## src/rtl/ps2_mouse_init_seq_pkg.sv

```systemverilog
// ps2_pkg: shared PS/2 mouse command/response constants, step-table entry
// type, error codes and sequencer state encoding.
package ps2_pkg;

    // Host-to-mouse command bytes
    localparam logic [7:0] CMD_RESET    = 8'hFF;
    localparam logic [7:0] CMD_SET_RATE = 8'hF3;
    localparam logic [7:0] CMD_GET_ID   = 8'hF2;
    localparam logic [7:0] CMD_ENABLE   = 8'hF4;

    // Mouse-to-host response bytes
    localparam logic [7:0] RSP_ACK      = 8'hFA;
    localparam logic [7:0] RSP_RESEND   = 8'hFE;
    localparam logic [7:0] RSP_ERR      = 8'hFC;
    localparam logic [7:0] RSP_BAT_OK   = 8'hAA;

    // Width of the step index into the command table
    localparam int STEP_W = 4;

    typedef enum logic [2:0] {
        ERR_NONE    = 3'd0,
        ERR_TIMEOUT = 3'd1,
        ERR_BAD_ACK = 3'd2,
        ERR_BAD_BAT = 3'd3,
        ERR_TX      = 3'd4,
        ERR_RESEND  = 3'd5
    } err_code_e;

    typedef enum logic [3:0] {
        ST_IDLE,
        ST_SEND,
        ST_WAIT_TX,
        ST_WAIT_ACK,
        ST_WAIT_BAT,
        ST_WAIT_ID,
        ST_NEXT,
        ST_STREAM,
        ST_FAIL
    } state_e;

    // One step of the init sequence: byte to send and what follows its ACK
    typedef struct packed {
        logic [7:0] data;
        logic       expect_bat;
        logic       expect_id;
        logic       last;
    } rom_entry_t;

    // States in which the timeout counter is armed
    function automatic logic is_wait_state(input state_e s);
        return (s == ST_WAIT_TX) || (s == ST_WAIT_ACK) ||
               (s == ST_WAIT_BAT) || (s == ST_WAIT_ID);
    endfunction

endpackage

```

## src/rtl/ps2_mouse_init_seq_cmd_rom.sv

```systemverilog
// ps2_cmd_rom: combinational step table for the mouse init sequence.
// With PS2_INTELLIMOUSE_EN defined, the IntelliMouse knock (F3 C8, F3 64,
// F3 50) and an F2 ID read are inserted before the final enable.
import ps2_pkg::*;

module ps2_cmd_rom #(
    parameter logic [7:0] SAMPLE_RATE = 8'h64
) (
    input  logic [STEP_W-1:0] step,
    output rom_entry_t        entry
);

    function automatic rom_entry_t mk(input logic [7:0] data, input logic bat,
                                      input logic id, input logic last);
        rom_entry_t e;
        e.data       = data;
        e.expect_bat = bat;
        e.expect_id  = id;
        e.last       = last;
        return e;
    endfunction

    // Step index to command byte and follow-up expectations
    always_comb begin
        // Unused indices fall back to the enable step so the walk always ends
        entry = mk(CMD_ENABLE, 1'b0, 1'b0, 1'b1);
        case (step)
            4'd0: entry = mk(CMD_RESET,    1'b1, 1'b0, 1'b0);
            4'd1: entry = mk(CMD_SET_RATE, 1'b0, 1'b0, 1'b0);
            4'd2: entry = mk(SAMPLE_RATE,  1'b0, 1'b0, 1'b0);
`ifdef PS2_INTELLIMOUSE_EN
            4'd3: entry = mk(CMD_SET_RATE, 1'b0, 1'b0, 1'b0);
            4'd4: entry = mk(8'hC8,        1'b0, 1'b0, 1'b0);
            4'd5: entry = mk(CMD_SET_RATE, 1'b0, 1'b0, 1'b0);
            4'd6: entry = mk(8'h64,        1'b0, 1'b0, 1'b0);
            4'd7: entry = mk(CMD_SET_RATE, 1'b0, 1'b0, 1'b0);
            4'd8: entry = mk(8'h50,        1'b0, 1'b0, 1'b0);
            4'd9: entry = mk(CMD_GET_ID,   1'b0, 1'b1, 1'b0);
            4'd10: entry = mk(CMD_ENABLE,  1'b0, 1'b0, 1'b1);
`else
            4'd3: entry = mk(CMD_ENABLE,   1'b0, 1'b0, 1'b1);
`endif
            default: entry = mk(CMD_ENABLE, 1'b0, 1'b0, 1'b1);
        endcase
    end

endmodule

```

## src/rtl/ps2_mouse_init_seq.sv

```systemverilog
// ps2_mouse_init_seq: host-side PS/2 mouse reset/configuration sequencer.
// Sends the command table from ps2_cmd_rom, checks ACK/BAT/ID responses,
// resends on FE, restarts the whole sequence on errors and timeouts, and
// enables streaming once the final enable is acknowledged.
// Optional feature macro: PS2_INTELLIMOUSE_EN (wheel detection steps).
import ps2_pkg::*;

module ps2_mouse_init_seq #(
    parameter int         ACK_TIMEOUT_CYC = 1_000_000,
    parameter int         BAT_TIMEOUT_CYC = 40_000_000,
    parameter int         MAX_RETRY       = 3,
    parameter logic [7:0] SAMPLE_RATE     = 8'h64
) (
    input  logic       iCLK_50,
    input  logic       iRST_n,
    input  logic       iSTART,
    output logic [7:0] oTX_DATA,
    output logic       oTX_VALID,
    input  logic       iTX_READY,
    input  logic       iTX_DONE,
    input  logic       iTX_ERR,
    input  logic [7:0] iRX_DATA,
    input  logic       iRX_VALID,
    output logic       oSTREAM_EN,
    output logic       oBUSY,
    output logic       oERROR,
    output logic [2:0] oERR_CODE,
    output logic [2:0] oRETRY_CNT,
    output logic [7:0] oDEV_ID,
    output logic       oWHEEL
);

    localparam logic [31:0] ACK_LIM = 32'(ACK_TIMEOUT_CYC - 1);
    localparam logic [31:0] BAT_LIM = 32'(BAT_TIMEOUT_CYC - 1);
    localparam logic [2:0]  MAX_R   = 3'(MAX_RETRY);

    state_e              state_q, state_d;
    logic [STEP_W-1:0]   step_q, step_d;
    logic [31:0]         timer_q, timer_d;
    logic [7:0]          tx_data_q, tx_data_d;
    logic                tx_valid_q, tx_valid_d;
    logic                stream_en_q, stream_en_d;
    logic                busy_q, busy_d;
    logic                error_q, error_d;
    err_code_e           err_code_q, err_code_d;
    logic [2:0]          retry_cnt_q, retry_cnt_d;
    logic [7:0]          dev_id_q, dev_id_d;
`ifdef PS2_INTELLIMOUSE_EN
    logic                wheel_q, wheel_d;
`endif

    rom_entry_t          rom;
    logic                start_ok;
    logic [31:0]         timeout_lim;
    logic                timeout_hit;
    logic                retry_req;
    err_code_e           retry_code;
    logic                resend_req;

    ps2_cmd_rom #(
        .SAMPLE_RATE (SAMPLE_RATE)
    ) u_rom (
        .step  (step_q),
        .entry (rom)
    );

    // Restart is only honoured when no sequence is running
    assign start_ok = iSTART &&
                      ((state_q == ST_IDLE) || (state_q == ST_STREAM) || (state_q == ST_FAIL));

    // Per-state timeout limit; BAT can take far longer than a plain ACK
    always_comb begin
        timeout_lim = ACK_LIM;
        if ((state_q == ST_WAIT_BAT) || (state_q == ST_WAIT_ID)) begin
            timeout_lim = BAT_LIM;
        end
    end

    assign timeout_hit = (timer_q == timeout_lim);

    // Sequencer next-state, command output and retry bookkeeping
    always_comb begin
        state_d     = state_q;
        step_d      = step_q;
        tx_data_d   = tx_data_q;
        tx_valid_d  = tx_valid_q;
        err_code_d  = err_code_q;
        retry_cnt_d = retry_cnt_q;
        dev_id_d    = dev_id_q;
`ifdef PS2_INTELLIMOUSE_EN
        wheel_d     = wheel_q;
`endif
        retry_req   = 1'b0;
        retry_code  = ERR_NONE;
        resend_req  = 1'b0;

        case (state_q)
            ST_IDLE, ST_STREAM, ST_FAIL: begin
                if (start_ok) begin
                    err_code_d  = ERR_NONE;
                    retry_cnt_d = '0;
                    step_d      = '0;
                    state_d     = ST_SEND;
                end
            end

            ST_SEND: begin
                // Raise valid one cycle after entry; data held until accepted
                if (!tx_valid_q) begin
                    tx_valid_d = 1'b1;
                    tx_data_d  = rom.data;
                end else if (iTX_READY) begin
                    tx_valid_d = 1'b0;
                    state_d    = ST_WAIT_TX;
                end
            end

            ST_WAIT_TX: begin
                // A coincident error pulse takes precedence over done
                if (iTX_ERR) begin
                    retry_req  = 1'b1;
                    retry_code = ERR_TX;
                end else if (iTX_DONE) begin
                    state_d = ST_WAIT_ACK;
                end else if (timeout_hit) begin
                    retry_req  = 1'b1;
                    retry_code = ERR_TIMEOUT;
                end
            end

            ST_WAIT_ACK: begin
                if (iRX_VALID) begin
                    if (iRX_DATA == RSP_ACK) begin
                        if (rom.expect_bat) begin
                            state_d = ST_WAIT_BAT;
                        end else if (rom.expect_id) begin
                            state_d = ST_WAIT_ID;
                        end else if (rom.last) begin
                            state_d = ST_STREAM;
                        end else begin
                            state_d = ST_NEXT;
                        end
                    end else if (iRX_DATA == RSP_RESEND) begin
                        resend_req = 1'b1;
                    end else begin
                        retry_req  = 1'b1;
                        retry_code = ERR_BAD_ACK;
                    end
                end else if (timeout_hit) begin
                    retry_req  = 1'b1;
                    retry_code = ERR_TIMEOUT;
                end
            end

            ST_WAIT_BAT: begin
                if (iRX_VALID) begin
                    if (iRX_DATA == RSP_BAT_OK) begin
                        state_d = ST_WAIT_ID;
                    end else begin
                        retry_req  = 1'b1;
                        retry_code = ERR_BAD_BAT;
                    end
                end else if (timeout_hit) begin
                    retry_req  = 1'b1;
                    retry_code = ERR_TIMEOUT;
                end
            end

            ST_WAIT_ID: begin
                if (iRX_VALID) begin
                    dev_id_d = iRX_DATA;
`ifdef PS2_INTELLIMOUSE_EN
                    wheel_d  = (iRX_DATA == 8'h03);
`endif
                    state_d  = rom.last ? ST_STREAM : ST_NEXT;
                end else if (timeout_hit) begin
                    retry_req  = 1'b1;
                    retry_code = ERR_TIMEOUT;
                end
            end

            ST_NEXT: begin
                step_d  = step_q + 4'd1;
                state_d = ST_SEND;
            end

            default: begin
                state_d = ST_IDLE;
            end
        endcase

        // FE: resend the same step, consuming one retry
        if (resend_req) begin
            if (retry_cnt_q == MAX_R) begin
                err_code_d = ERR_RESEND;
                state_d    = ST_FAIL;
            end else begin
                retry_cnt_d = retry_cnt_q + 3'd1;
                state_d     = ST_SEND;
            end
        end

        // Any other failure restarts from the reset command
        if (retry_req) begin
            err_code_d = retry_code;
            if (retry_cnt_q == MAX_R) begin
                state_d = ST_FAIL;
            end else begin
                retry_cnt_d = retry_cnt_q + 3'd1;
                step_d      = '0;
                state_d     = ST_SEND;
            end
        end
    end

    // Timeout counter restarts whenever a wait state is (re)entered
    always_comb begin
        timer_d = timer_q + 32'd1;
        if ((state_d != state_q) || !is_wait_state(state_d)) begin
            timer_d = '0;
        end
    end

    // Status flags follow the registered state, one cycle behind it
    always_comb begin
        busy_d      = (state_q == ST_SEND) || (state_q == ST_NEXT) || is_wait_state(state_q);
        stream_en_d = (state_q == ST_STREAM) && !start_ok;
        error_d     = start_ok ? 1'b0 : (error_q || (state_q == ST_FAIL));
    end

    // State and output registers with synchronous active-low reset
    always_ff @(posedge iCLK_50) begin
        if (!iRST_n) begin
            state_q     <= ST_IDLE;
            step_q      <= '0;
            timer_q     <= '0;
            tx_data_q   <= 8'h00;
            tx_valid_q  <= 1'b0;
            stream_en_q <= 1'b0;
            busy_q      <= 1'b0;
            error_q     <= 1'b0;
            err_code_q  <= ERR_NONE;
            retry_cnt_q <= '0;
            dev_id_q    <= 8'h00;
`ifdef PS2_INTELLIMOUSE_EN
            wheel_q     <= 1'b0;
`endif
        end else begin
            state_q     <= state_d;
            step_q      <= step_d;
            timer_q     <= timer_d;
            tx_data_q   <= tx_data_d;
            tx_valid_q  <= tx_valid_d;
            stream_en_q <= stream_en_d;
            busy_q      <= busy_d;
            error_q     <= error_d;
            err_code_q  <= err_code_d;
            retry_cnt_q <= retry_cnt_d;
            dev_id_q    <= dev_id_d;
`ifdef PS2_INTELLIMOUSE_EN
            wheel_q     <= wheel_d;
`endif
        end
    end

    assign oTX_DATA   = tx_data_q;
    assign oTX_VALID  = tx_valid_q;
    assign oSTREAM_EN = stream_en_q;
    assign oBUSY      = busy_q;
    assign oERROR     = error_q;
    assign oERR_CODE  = err_code_q;
    assign oRETRY_CNT = retry_cnt_q;
    assign oDEV_ID    = dev_id_q;
`ifdef PS2_INTELLIMOUSE_EN
    assign oWHEEL     = wheel_q;
`else
    assign oWHEEL     = 1'b0;
`endif

endmodule

```

## config.mk

```make
export PLATFORM = sky130hd
export DESIGN_NAME = ps2_mouse_init_seq
export DESIGN_NICKNAME = d
export VERILOG_FILES = /design/src/rtl/ps2_mouse_init_seq_pkg.sv /design/src/rtl/ps2_mouse_init_seq_cmd_rom.sv /design/src/rtl/ps2_mouse_init_seq.sv
export SDC_FILE = /design/constraint.sdc
export NUM_CORES = 1
export LEC_CHECK = 0
export ABC_AREA = 1
export BUFFER_PORTS_ARGS = -buffer_cell sky130_fd_sc_hd__buf_2
export CORE_UTILIZATION = 53
export DETAILED_ROUTE_END_ITERATION = 8
export GPL_ROUTABILITY_DRIVEN = 0
export PLACE_DENSITY_LB_ADDON = 0.08
export REMOVE_ABC_BUFFERS = 1
export SYNTH_ARGS = -nofsm -noshare
export SYNTH_HDL_FRONTEND = slang
export SYNTH_SLANG_ARGS = --single-unit
```

## constraint.sdc

```tcl
create_clock -name iCLK_50 -period 2.4 [get_ports iCLK_50]
set_clock_uncertainty 0.2 [all_clocks]
set_input_delay 0.72 -clock iCLK_50 [delete_from_list [all_inputs] [get_ports iCLK_50]]
set_output_delay 0.72 -clock iCLK_50 [all_outputs]
set_load 0.03 [all_outputs]
```

# Word level (Yosys, flattened, before mapping)
# Cells that the tools add are included.
# op_classes
mul,0
reduce_logical,24
bitwise,2
n_eq_ne,20
n_lt_le_gt_ge,0
shifts,0
div_mod_pow,0
muxes,60
addsub,3
# op_table
op,n
two-way mux 4 bit,16
two-way mux 3 bit,15
one-hot mux 11 bit (3 select lines),1
"adder 32 x 1 -> 32 bit, second input constant",1
equality test 32 bit,1
one-hot mux 4 bit (7 select lines),1
two-way mux 26 bit,1
"equality test 4 x 3 -> 1 bit, second input constant",6
"equality test 8 bit, second input constant",3
"equality test 4 x 2 -> 1 bit, second input constant",5
two-way mux 1 bit,18
logical OR 1 bit,13
one-hot mux 3 bit (4 select lines),1
two-way mux 2 bit,5
"equality test 4 x 1 -> 1 bit, second input constant",2
logical NOT 4 bit,2
one-hot mux 4 bit (2 select lines),1
"adder 4 x 1 -> 4 bit, second input constant",1
"equality test 4 bit, second input constant",1
!= test 4 bit,1
one-hot mux 1 bit (4 select lines),1
AND reduction 2 bit,2
OR reduction 2 bit,2
"adder 3 x 1 -> 3 bit, second input constant",1
other kinds (5),8
# totals
word_cells,120
mem_count,0
romBits,0
output_inout_bits,27
mem_bits_rw,0
latchBits,0
ff_bits,66

# Depth between registers and ports, before layout
# Gate-level depths: netlist of run 1.
# logic_depth
ltp_word,17
depth_mapped,17
mapped_depth_nobuf,16

# Modules after synthesis
# Synthesis of run 1 repeated with hierarchy kept, for this count alone.
# hier_totals
hier_cells,518
area_unflattened_um2,3639.7
# modules_own_cells
mod,n_inst,seq_area_each_um2,cells_per_inst,area_each_um2
ps2_mouse_init_seq,1,1321.3,498,3530.9
ps2_cmd_rom,1,0.0,20,108.9

# Worst setup path after synthesis of run 1
# Ideal clock, no wire load.
# synth_timing
path_kind,input port to flip-flop
startpoint,input port iRX_DATA[1]
endpoint,register timer_q[15]
n_path_buf,1
stages,15
t_arrival_ps,2112
slack_ps,26
required_ps,2138
path_cell_list,inv_1 > nor2_1 > nand3_1 > nor2_1 > inv_1 > nand3_1 > nand2_1 > inv_2 > nand3_4 > inv_2 > nand3_1 > nand2_1 > nand4_4 > buf_6 > nor2_2
# synth_between
elab_chain_len,14
word_cells_on_any_way,31
classes_between,eq/ne (8); mux (17); reduce/logical (6)
# synth_lines
element,line,rtl
"start, declared",ps2_mouse_init_seq.sv:22,"input logic [7:0] iRX_DATA,"
equality test 8 bit,ps2_mouse_init_seq.sv:143,end else if (iRX_DATA == RSP_RESEND) begin
two-way mux 1 bit,ps2_mouse_init_seq.sv:143,
two-way mux 1 bit,ps2_mouse_init_seq.sv:133,if (iRX_DATA == RSP_ACK) begin
two-way mux 1 bit,ps2_mouse_init_seq.sv:132,if (iRX_VALID) begin
two-way mux 1 bit,ps2_mouse_init_seq.sv:97,case (state_q)
two-way mux 4 bit,ps2_mouse_init_seq.sv:193,if (resend_req) begin
two-way mux 4 bit (*),ps2_mouse_init_seq.sv:204,if (retry_req) begin
equality test 4 x 2 -> 1 bit,ps2_mouse_init_seq_pkg.sv:51,return (s == ST_WAIT_TX) || (s == ST_WAIT_ACK) ||
logical OR 1 bit (2 in a row),ps2_mouse_init_seq_pkg.sv:51,
logical OR 1 bit,ps2_mouse_init_seq_pkg.sv:52,(s == ST_WAIT_BAT) || (s == ST_WAIT_ID);
logical NOT 1 bit,ps2_mouse_init_seq.sv:219,if ((state_d != state_q) || !is_wait_state(state_d)) begin
logical OR 1 bit (*),ps2_mouse_init_seq.sv:219,
OR reduction 2 bit (no source line) (*),--,
"end signal, assigned",ps2_mouse_init_seq.sv:251,timer_q <= timer_d;
"end, declared",ps2_mouse_init_seq.sv:39,"logic [31:0] timer_q, timer_d;"
# Mark *: on every way between the ends. The rest lies on a longest branch, timed or not.
# A chain may end at the register's enable or synchronous reset.

# Worst setup path after layout of run 1
# layout_timing
startpoint,input port iRX_DATA[1]
endpoint,register timer_q[0]
# The elaborated chain is that of the path after synthesis.

==> metrics.yaml, run 1 <==
number_of_failing_hold_endpoints_at_the_final_stage: 0
whs_ns: 0.276
maxCapViolations: 0
wp_data_required_ns: 2.44
final_clock_period_utilization_by_the_worst_path_pct: 103
io-pin-count: 42
max-vdd-ir-drop_mv: 0.324
dpl.hpwl_um: 6700
timing_worst_setup_path_type: "primary input to flip-flop"
ys_warn_count: 0
synth_flop_cell: "sky130_fd_sc_hd__dfxtp_1"
p_seq_share_pct: 44.2
synth_seq_cells: 63
maxUsedRoutingLayer: "met4"
post-synth-top-area-fraction_pct: 34.5
most_instantiated_library_cell_after_synthesis: "sky130_fd_sc_hd__nand2_1"
start_util_pct: 56.2
cts_hold_buf: 0
yosysTopAreaCell: "sky130_fd_sc_hd__dfxtp_1"
drt_wl_cell_um: 13.1
numCtsBuffers: 9
overflow: 0
worst_setup_path_start_kind: "primary input"
leakage_nw: 2.17
post-route-drc-count: 0
netlist-cell-type-count: 34
cts_sinks: 63
status: "finished with violations"
async_flop_share_pct: 0
syn_area_um2: 3650
crit_path_end_kind: "flip-flop"
area_growth_synth_to_finish_pct: 32.1
wl_met3_um: 486
htreeDepth: 3
total_power_mw: 2.47
placementRows: 29
clock_power_share_pct: 43.3
grt_first_pass_wirelength_um: 16300
drt_first_pass_iters: 7
num_antenna_cells: 0
failed_checks: "negative setup slack"
clock_path_buffers: 2
routed-via-count: 3707
routed_wirelength_um: 9460
nNetsFinal: 662
cts_root_buffer: "sky130_fd_sc_hd__clkbuf_8"
cts.reportedPaths.clkPinSlew_ns: 0.07
synth_edf_count: 0
gr-usage-all-layers_pct: 28.2
worst_skew_pair.late_latency_ns: 0.35
rsz0062_at_grt: "true"
syn_avg_cell_area_um2: 6.86
synth_common_cells: "103 x sky130_fd_sc_hd__nand2_1, 83 x sky130_fd_sc_hd__inv_1, 65 x sky130_fd_sc_hd__nor2_1"
grt_antenna_before_repair: 0
detail_route.vias_per_cell: 5.13
synth.area.top_cells: "sky130_fd_sc_hd__dfxtp_1 35%, sky130_fd_sc_hd__nand2_1 11%, sky130_fd_sc_hd__inv_1 8.5%, sky130_fd_sc_hd__nor2_1 6.7%, sky130_fd_sc_hd__nor2_2 6.3%"
numPortBuffers: 40
power.internal_mw: 1.82
setup_viol: 32
tritoncts_clock_tree: "yes"
drt_antenna_net_count: 0
pin_count_of_the_biggest_net_entering_global_routing: 17
floorplan.die_area_um2: 7230
crit_path_max_fanout: 11
netlist_instances: 532
grt_pass1_vias: 3587
m1WireLength_um: 4310
drt-initial-drc-count: 223
hold_path_class: "flip-flop to flip-flop"
portion_of_total_power_attributed_to_combinational_logic_pct: 12.5
minimum_period_implied_by_the_final_worst_setup_slack_ns: 2.47
setup_slack_ns: -0.0740
coreArea_um2: 6490
drive_gt1_share_pct: 31.7
routed-wl-met2_um: 4520
slew_violations: 0
chipHeight_um: 85
pre_cts_ws_ns: -0.334
critical_path_arrival_ns: 2.52
achievable-frequency_ghz: 0.404
netSwitchingPower_mw: 0.652
final_util_pct: 74.3
die_w_um: 85
net_switching_share_of_the_total_power_pct: 26.4
power-per-cell-area_nw_per_um2: 512
synth.yosys.seq_area_share_pct: 34.5
## placed cells by master, fill, tap and decap left out, types with 5 or more instances in the layout
master,count
sky130_fd_sc_hd__nand2_1,101
sky130_fd_sc_hd__inv_1,81
sky130_fd_sc_hd__buf_4,65
sky130_fd_sc_hd__dfxtp_1,59
sky130_fd_sc_hd__nor2_1,58
sky130_fd_sc_hd__buf_2,40
sky130_fd_sc_hd__nor2_2,31
sky130_fd_sc_hd__nand3_1,29
sky130_fd_sc_hd__xor2_1,25
sky130_fd_sc_hd__nand4_1,19
sky130_fd_sc_hd__a21oi_1,18
sky130_fd_sc_hd__o21ai_0,16
sky130_fd_sc_hd__nor2_4,14
sky130_fd_sc_hd__nor3_1,11
sky130_fd_sc_hd__clkbuf_8,11
sky130_fd_sc_hd__inv_2,6
sky130_fd_sc_hd__xnor2_1,5
sky130_fd_sc_hd__ha_1,5
sky130_fd_sc_hd__buf_6,5
## logic make-up after synthesis
| kind of cell | synth area share, % |
|---|---|
| compound gates | 7.13 |
| xor+xnor | 7.20 |
| fa+ha+maj | 2.06 |
| buf+inv | 11.6 |
| flops | 34.5 |
| other cells | 0.103 |
| simple gates | 37.4 |
## flip-flops by register name (all words and copies together), names as in the netlist
| signal | cells |
|---|---|
| oERROR | 1 |
| oSTREAM_EN | 1 |
| oBUSY | 1 |
| timer_q | 32 |
| oTX_DATA | 5 |
| oTX_VALID | 1 |
| oRETRY_CNT | 3 |
| oDEV_ID | 8 |
| step_q | 4 |
| state_q | 4 |
| oERR_CODE | 3 |
## critical path, cell delays in order
cell	delay (ns)
sky130_fd_sc_hd__buf_2	0.08
sky130_fd_sc_hd__inv_1	0.04
sky130_fd_sc_hd__nor2_1	0.14
sky130_fd_sc_hd__buf_4	0.13
sky130_fd_sc_hd__nand4_1	0.14
sky130_fd_sc_hd__nor3_1	0.33
sky130_fd_sc_hd__nand2_1	0.12
sky130_fd_sc_hd__nand2_1	0.13
sky130_fd_sc_hd__inv_1	0.05
sky130_fd_sc_hd__nand4_1	0.12
sky130_fd_sc_hd__nand3_2	0.10
sky130_fd_sc_hd__nand4_4	0.18
sky130_fd_sc_hd__buf_8	0.19
sky130_fd_sc_hd__nor2_1	0.05
## layout make-up
class | instances | area, um^2
flip-flops and latches | 63 | 1270
inverters | 87 | 327
well taps | 77 | 96.3
repair buffers | 112 | 779
fillers | 513 | 1670
multi-input cells | 368 | 2120
clock inverters | 5 | 80.1
clock buffers | 11 | 151
## final timing paths
| path | from | end | slack [ns] | depth (start not counted) |
|---|---|---|---|---|
| worst max register to register | timer_q[0] | timer_q[0] | -0.01 | 16 |
| worst min-delay path | oDEV_ID[5] | oDEV_ID[5] | 0.28 | 2 |
| worst max-delay path | iRX_DATA[1] | timer_q[0] | -0.07 | 14 |
| worst min register to register | oDEV_ID[5] | oDEV_ID[5] | 0.28 | 2 |
## layer usage
| layer | global-route usage [%] | up-vias |
|---|---|---|
| met5 | 0 | - |
| met4 | 9.40 | 0 |
| met3 | 5.84 | 20 |
| met2 | 47.4 | 101 |
| met1 | 36.2 | 1702 |
| li1 | - | 1884 |
## per-stage QoR
| step | setup TNS [ns] | std cells | instance area [um^2] |
|---|---|---|---|
| 2_1_floorplan | -8.32 | 518 | 3550 |
| 3_3_place_gp | -9.55 | 700 | 4380 |
| 3_5_place_dp | -10.55 | 700 | 4380 |
| 4_1_cts | -1.64 | 725 | 4800 |
| 5_1_grt | -6.07 | 723 | 4820 |
| 6_report | -1.62 | 723 | 4820 |
## power groups by stage
stage / registers, mW / logic (mW) / clock network [mW]
after floorplan: 1.18 / 0.119 / 0
after global placement: 1.11 / 0.289 / 0
final: 1.09 / 0.308 / 1.07
after CTS: 1.09 / 0.300 / 1.08
after global routing: 1.09 / 0.334 / 1.14
after detailed placement: 1.11 / 0.291 / 0
## repair_timing
item,in CTS,in global routing
gates cloned,2,0
gates resized for setup,26,26
buffers inserted,8,2
endpoints found under the setup margin,32,39
pin swaps,8,13
(Power assumes the default switching activity.)
==> run 2, diff against run 1 <==
--- a/config.mk
+++ b/config.mk
@@ -5,13 +5,14 @@
 export SDC_FILE = /design/constraint.sdc
 export NUM_CORES = 1
 export LEC_CHECK = 0
-export ABC_AREA = 1
 export BUFFER_PORTS_ARGS = -buffer_cell sky130_fd_sc_hd__buf_2
 export CORE_UTILIZATION = 53
 export DETAILED_ROUTE_END_ITERATION = 8
 export GPL_ROUTABILITY_DRIVEN = 0
 export PLACE_DENSITY_LB_ADDON = 0.08
 export REMOVE_ABC_BUFFERS = 1
+export SKIP_CTS_REPAIR_TIMING = 1
 export SYNTH_ARGS = -nofsm -noshare
 export SYNTH_HDL_FRONTEND = slang
+export SYNTH_HIERARCHICAL = 1
 export SYNTH_SLANG_ARGS = --single-unit
==> metrics.yaml, run 2 <==
status: "finished with violations"
failed_checks: "negative setup slack"
yosysTopAreaCell: "sky130_fd_sc_hd__dfxtp_1"
total_power_mw: 3.21  # +30%
most_instantiated_library_cell_after_synthesis: "sky130_fd_sc_hd__dfxtp_1"
gr-usage-all-layers_pct: 23.4  # -4.9 points
p_seq_share_pct: 38.8  # -5.4 points
setup_viol: 45  # +41%
synth-compound-area-share_pct: 8.43  # +1.3 points
coreArea_um2: 6390  # -1.7%
die_w_um: 83.6  # -1.6%
finished_cell_area_um2: 4490  # -6.9%
worst_path_largest_cell_delay_ns: 0.38  # +0.05 ns
area_growth_synth_to_finish_pct: 27.1
drive_gt1_share_pct: 37.9  # +6.1 points
synth.yosys.seq_area_share_pct: 37.4  # +2.9 points
routed_wirelength_um: 8070  # -15%
achievable-frequency_ghz: 0.387  # -4.3%
synth_top_family_by_area: "simple AND/OR/NAND/NOR gates"
largest_register_ffs: 32  # unchanged
rr_worst_depth: 9  # -7
floorplan.die_area_um2: 6990  # -3.2%
timing.setup.tns_ns: -5.71  # -4.09 ns
final_common_cell: "sky130_fd_sc_hd__dfxtp_1"
wp_data_required_ns: 2.49  # +0.05 ns
leakage_nw: 1.81  # -17%
final_clock_period_utilization_by_the_worst_path_pct: 108  # +4.6 points
detail_route.vias_per_cell: 5.33  # +4.0%
tritoncts_clock_tree: "yes"
slowest_stage: "sky130_fd_sc_hd__or3_1"
synth_edf_count: 0  # unchanged
power.internal_mw: 2.09  # +15%
timing_worst_setup_path_type: "primary input to flip-flop"
synth-xor-area-share_pct: 8.18  # +0.99 points
most-common-layout-cells: "65 x sky130_fd_sc_hd__dfxtp_1, 57 x sky130_fd_sc_hd__buf_4, 39 x sky130_fd_sc_hd__buf_2"
post-route-drc-count: 0  # unchanged
synth_fa_ha_area_share_pct: 1.06  # -0.99 points
worst_skew_pair.late_latency_ns: 0.35  # about the same
timing.critical_path.buf_inv: 2  # -3
number_of_failing_hold_endpoints_at_the_final_stage: 0  # unchanged
dpl.hpwl_um: 5740  # -14%
cts.reportedPaths.clkPinSlew_ns: 0.07  # about the same
timing.critical_path.cells: "buf_6 -> or3_1 -> or3_4 -> nor2b_4 -> a31o_4 -> nor4_4 -> nand4_4 -> clkbuf_16 -> nor2_2"
cts_root_buffer: "sky130_fd_sc_hd__clkbuf_8"
portion_of_total_power_attributed_to_combinational_logic_pct: 33.7  # +21 points
overflow: 0  # unchanged
chipHeight_um: 83.6  # -1.6%
detailed_place.area_um2: 4100  # -6.3%
crit_path_max_fanout: 8  # -3
routed-via-count: 3003  # -19%
grt_first_pass_wirelength_um: 13000  # -20%
critical_path_arrival_ns: 2.68  # +0.16 ns
synth-simple-area-share_pct: 33.2  # -4.2 points
setup_slack_ns: -0.185  # -0.111 ns
finish.cell_count_without_fillers: 563  # -22%
drt_antenna_net_count: 0  # unchanged
worst_setup_path_start_kind: "primary input"
grt_pass1_vias: 2923  # -19%
nNetsFinal: 499  # -25%
drt_wl_cell_um: 14.3  # +9.6%
io-pin-count: 42  # unchanged
post-synth-top-area-fraction_pct: 37.4  # +2.9 points
crit_family: "simple AND/OR/NAND/NOR gates"
drt_first_pass_iters: 4  # -3
htreeDepth: 3  # unchanged
max_flop_register: "timer_q"
clock_path_buffers: 2  # unchanged
netlist-cell-type-count: 69  # +100%
hold_path_class: "flip-flop to flip-flop"
synth_flop_cell: "sky130_fd_sc_hd__dfxtp_1"
crit_path_end_kind: "flip-flop"
clock_power_share_pct: 27.4  # -16 points
numPlacedInstances: 544  # -22%
critical_path_cell_count: 9  # -5
synth.area.top_cells: "sky130_fd_sc_hd__dfxtp_1 37%, sky130_fd_sc_hd__mux2i_1 5.4%, sky130_fd_sc_hd__xor2_1 5.2%, sky130_fd_sc_hd__nor2_1 4.9%, sky130_fd_sc_hd__nor2_2 3.9%"
minimum_period_implied_by_the_final_worst_setup_slack_ns: 2.58  # +0.111 ns
synth_common_cells: "66 x sky130_fd_sc_hd__dfxtp_1, 46 x sky130_fd_sc_hd__nor2_1, 28 x sky130_fd_sc_hd__nand2_1"
grt_antenna_before_repair: 0  # unchanged
placementRows: 29  # unchanged
netlist_instances: 391  # -27%
drt-initial-drc-count: 97  # -57%
net_switching_share_of_the_total_power_pct: 34.8  # +8.4 points
final_util_pct: 70.3  # -4.0 points
post_synth_mux_area_share_pct: 5.38  # +5.4 points
syn_area_um2: 3530  # -3.3%
ys_warn_count: 6  # +6
rsz0062_at_grt: "true"
numPortBuffers: 40  # unchanged
num_antenna_cells: 0  # unchanged
numCtsBuffers: 9  # unchanged
async_flop_share_pct: 0  # unchanged
max-vdd-ir-drop_mv: 0.595  # +84%
netSwitchingPower_mw: 1.12  # +72%
syn_avg_cell_area_um2: 9.03  # +32%
hold-path-cell-count: 1  # -1
cts_sinks: 66  # +4.8%
pin_count_of_the_biggest_net_entering_global_routing: 33  # +16
power-per-cell-area_nw_per_um2: 715  # +40%
maxCapViolations: 0  # unchanged
num-fill-cells: 506  # -1.4%
start_util_pct: 55.3  # -0.90 points
slew_violations: 0  # unchanged
synth_seq_cells: 66  # +4.8%
[run 2: cell types whose count changed in the layout (fill, tap and decap cells not counted), moves of 7 or more]
cell                      change
sky130_fd_sc_hd__inv_1       -72
sky130_fd_sc_hd__mux2i_1     +18
sky130_fd_sc_hd__o21ai_0     -16
sky130_fd_sc_hd__and3_1       +7
sky130_fd_sc_hd__nor2_1      -21
sky130_fd_sc_hd__nand4_1      -9
sky130_fd_sc_hd__xnor2_1      +7
sky130_fd_sc_hd__nor2_2      -10
sky130_fd_sc_hd__a21oi_1     -10
sky130_fd_sc_hd__nand3_1     -15
sky130_fd_sc_hd__buf_4        -8
sky130_fd_sc_hd__nand2_1     -73
[run 2: logic make-up (layout without fill, tap and decap cells)]
family	count (synthesis)	count (layout)
and+or+nand+nor	199	199
buffers and inverters	32	126
adders and majority gates	3	3
DFF	66	66
AOI/OAI and AO/OA	36	36
muxes	19	19
xor gates and xnor gates	33	33
other	3	4
[run 2: power by group through the flow]
stage	clock, mW	sequential (mW)	combinational, mW
6_report	0.880	1.25	1.08
4_1_cts	0.896	1.24	1.00
2_1_floorplan	0	1.44	0.451
3_5_place_dp	0	1.27	0.999
3_3_place_gp	0	1.27	0.992
5_1_grt	0.931	1.26	1.17
[run 2: per-stage QoR]
step	hold slack [ns]	worst slack, ns
2_1_floorplan	0.223	-0.622
6_report	0.246	-0.185
4_1_cts	0.248	-0.247
5_1_grt	0.273	-0.245
3_3_place_gp	0.236	-0.567
3_5_place_dp	0.239	-0.621
[run 2: path summary, 6_finish.rpt]
| path | startpoint | end | slack [ns] |
|---|---|---|---|
| setup / recovery | iRX_DATA[2] | timer_q[28] | -0.18 |
| hold / removal | timer_q[0] | timer_q[0] | 0.25 |
| setup reg to reg | state_q[3] | timer_q[28] | -0.10 |
| hold reg to reg | timer_q[0] | timer_q[0] | 0.25 |
[run 2: area by class of cell]
class	count	area [um^2]	share of cell area (%)
multi-input cells	294	2130	47.5
flip-flops and latches	66	1320	29.5
repair buffers	101	716	15.9
clock buffers	11	151	3.37
well taps	77	96.3	2.15
clock inverters	5	37.5	0.836
inverters	9	33.8	0.752
[run 2: metal layers]
metal	vias to the layer above	part of all wire [%]	track usage, %
li1	1536	-	-
met2	49	51	40.6
met4	0	1.5	11.1
met5	-	0	0
met1	1406	44	27.4
met3	12	3.2	4.75
==> run 3, diff against run 2 <==
--- a/config.mk
+++ b/config.mk
@@ -8,8 +8,8 @@
 export BUFFER_PORTS_ARGS = -buffer_cell sky130_fd_sc_hd__buf_2
 export CORE_UTILIZATION = 53
 export DETAILED_ROUTE_END_ITERATION = 8
-export GPL_ROUTABILITY_DRIVEN = 0
-export PLACE_DENSITY_LB_ADDON = 0.08
+export GPL_ROUTABILITY_DRIVEN = 1
+export PLACE_DENSITY_LB_ADDON = 0.05
 export REMOVE_ABC_BUFFERS = 1
 export SKIP_CTS_REPAIR_TIMING = 1
 export SYNTH_ARGS = -nofsm -noshare
==> metrics.yaml, run 3 (synthesis gave the netlist of run 2 again) <==
cts_sinks: 66  # unchanged
routed_wirelength_um: 8220  # +1.9%
setup_viol: 46  # +2.2%
timing.critical_path.cells: "buf_6 -> or3_1 -> or3_4 -> nor2b_4 -> a31o_4 -> buf_4 -> nor3_4 -> buf_6 -> nand4_1 -> a21oi_1"
post-route-drc-count: 0  # unchanged
failed_checks: "negative setup slack"
crit_path_max_fanout: 4  # -4
power-per-cell-area_nw_per_um2: 709  # -0.81%
dpl.hpwl_um: 5770  # +0.43%
finished_cell_area_um2: 4590  # +2.1%
total_power_mw: 3.25  # +1.3%
worst_path_largest_cell_delay_ns: 0.35  # -0.03 ns
drt_wl_cell_um: 14.6  # +1.5%
seq_area_um2: 1330  # +0.19%
detail_route.vias_per_cell: 5.50  # +3.1%
hold_path_class: "flip-flop to flip-flop"
cts_root_buffer: "sky130_fd_sc_hd__clkbuf_8"
nNetsFinal: 502  # +0.60%
worst_setup_path_start_kind: "primary input"
grt_pass1_vias: 2872  # -1.7%
gr-usage-met3_pct: 5.44  # +0.69 points
num-fill-cells: 498  # -1.6%
worst_skew_pair.late_latency_ns: 0.35  # about the same
drive_gt1_share_pct: 39.5  # +1.7 points
crit_path_frequent_cell: "sky130_fd_sc_hd__buf_6"
die_w_um: 83.6  # unchanged
grt_antenna_before_repair: 0  # unchanged
max_flop_register: "timer_q"
grt_first_pass_wirelength_um: 13100  # +0.21%
coreArea_um2: 6390  # unchanged
numCtsBuffers: 9  # unchanged
multi_input_area_um2: 2200  # +2.9%
area_growth_synth_to_finish_pct: 29.8
slowest_stage: "sky130_fd_sc_hd__or3_1"
status: "finished with violations"
numPortBuffers: 40  # unchanged
detailed_place.area_um2: 4110  # +0.18%
floorplan.die_area_um2: 6990  # unchanged
start_util_pct: 55.3  # unchanged
largest_register_ffs: 32  # unchanged
final_util_pct: 71.8  # +1.5 points
met1_track_demand_over_resource_in_global_routing_pct: 28.0  # +0.55 points
final_common_cell: "sky130_fd_sc_hd__dfxtp_1"
chipHeight_um: 83.6  # unchanged
crit_path_end_kind: "flip-flop"
achievable-frequency_ghz: 0.394  # +1.9%
rsz0062_at_grt: "true"
clock_path_buffers: 2  # unchanged
grt_most_used_layer: "met2"
wp_data_required_ns: 2.49  # about the same
io-pin-count: 42  # unchanged
placementRows: 29  # unchanged
tritoncts_clock_tree: "yes"
timing_worst_setup_path_type: "primary input to flip-flop"
setup_slack_ns: -0.137  # +0.0473 ns
leakage_nw: 1.84  # +1.8%
pin_count_of_the_biggest_net_entering_global_routing: 33  # unchanged
critical_path_arrival_ns: 2.63  # -0.05 ns
cts.reportedPaths.clkPinSlew_ns: 0.08  # about the same
drt_first_pass_iters: 4  # unchanged
htreeDepth: 3  # unchanged
slew_violations: 0  # unchanged
met2_usage_pct: 40.3  # -0.30 points
max-vdd-ir-drop_mv: 0.689  # +16%
place.gp.congestion: 0.843
num_antenna_cells: 0  # unchanged
maxCapViolations: 0  # unchanged
gr-usage-all-layers_pct: 23.5  # +0.13 points
drt_antenna_net_count: 0  # unchanged
minimum_period_implied_by_the_final_worst_setup_slack_ns: 2.54  # -0.0473 ns
overflow: 0  # unchanged
most-common-layout-cells: "63 x sky130_fd_sc_hd__dfxtp_1, 59 x sky130_fd_sc_hd__buf_4, 39 x sky130_fd_sc_hd__buf_2"
drt-initial-drc-count: 87  # -10%
routed-via-count: 3107  # +3.5%
number_of_failing_hold_endpoints_at_the_final_stage: 0  # unchanged
final_clock_period_utilization_by_the_worst_path_pct: 106  # -2.0 points
-- run 3: layout make-up --
cell class,count,share of cell area (%)
Multi-Input combinational cell,294,47.9
Tap cell,77,2.10
Clock inverter,5,1.20
Clock buffer,10,3.00
Timing Repair Buffer,104,16.2
Sequential cell,66,28.9
Inverter,9,0.737
-- run 3: path summary, 6_finish.rpt --
path / from / endpoint / slack, ns / cells after the start
max: iRX_DATA[2] / oERR_CODE[1] / -0.14 / 10
min: timer_q[0] / timer_q[0] / 0.25 / 1
max reg2reg: state_q[1] / timer_q[2] / -0.11 / 9
min reg2reg: timer_q[0] / timer_q[0] / 0.25 / 1
-- run 3: metal layers --
layer / share of wire, % / wire, um
met4: 3.2 / 262
met3: 2.9 / 238
met5: 0 / 0
met1: 44 / 3590
met2: 50 / 4130
-- run 3: through the flow --
| stage | TNS (ns) | cells | hold WS, ns | worst slack, ns |
|---|---|---|---|---|
| final | -4.66 | 565 | 0.254 | -0.137 |
| after global placement | -24.14 | 545 | 0.230 | -0.555 |
| after global routing | -8.73 | 565 | 0.275 | -0.238 |
| after floorplan | -22.21 | 369 | 0.223 | -0.622 |
| after detailed placement | -25.57 | 545 | 0.246 | -0.616 |
| after CTS | -9.30 | 560 | 0.261 | -0.272 |
-- run 3: power breakdown --
group	internal, mW	leakage, nW	switching (mW)
Sequential	1.19	0.535	0.0626
Combinational	0.451	1.21	0.612
Clock	0.498	0.0941	0.438
Total	2.14	1.84	1.11
-- run 3: critical path, delay by kind of cell --
kind	cells	cell delay, ns
AO/OA/AOI/OAI	2	0.35
AND/OR/NAND/NOR	5	1.15
buffers and inverters	3	0.39
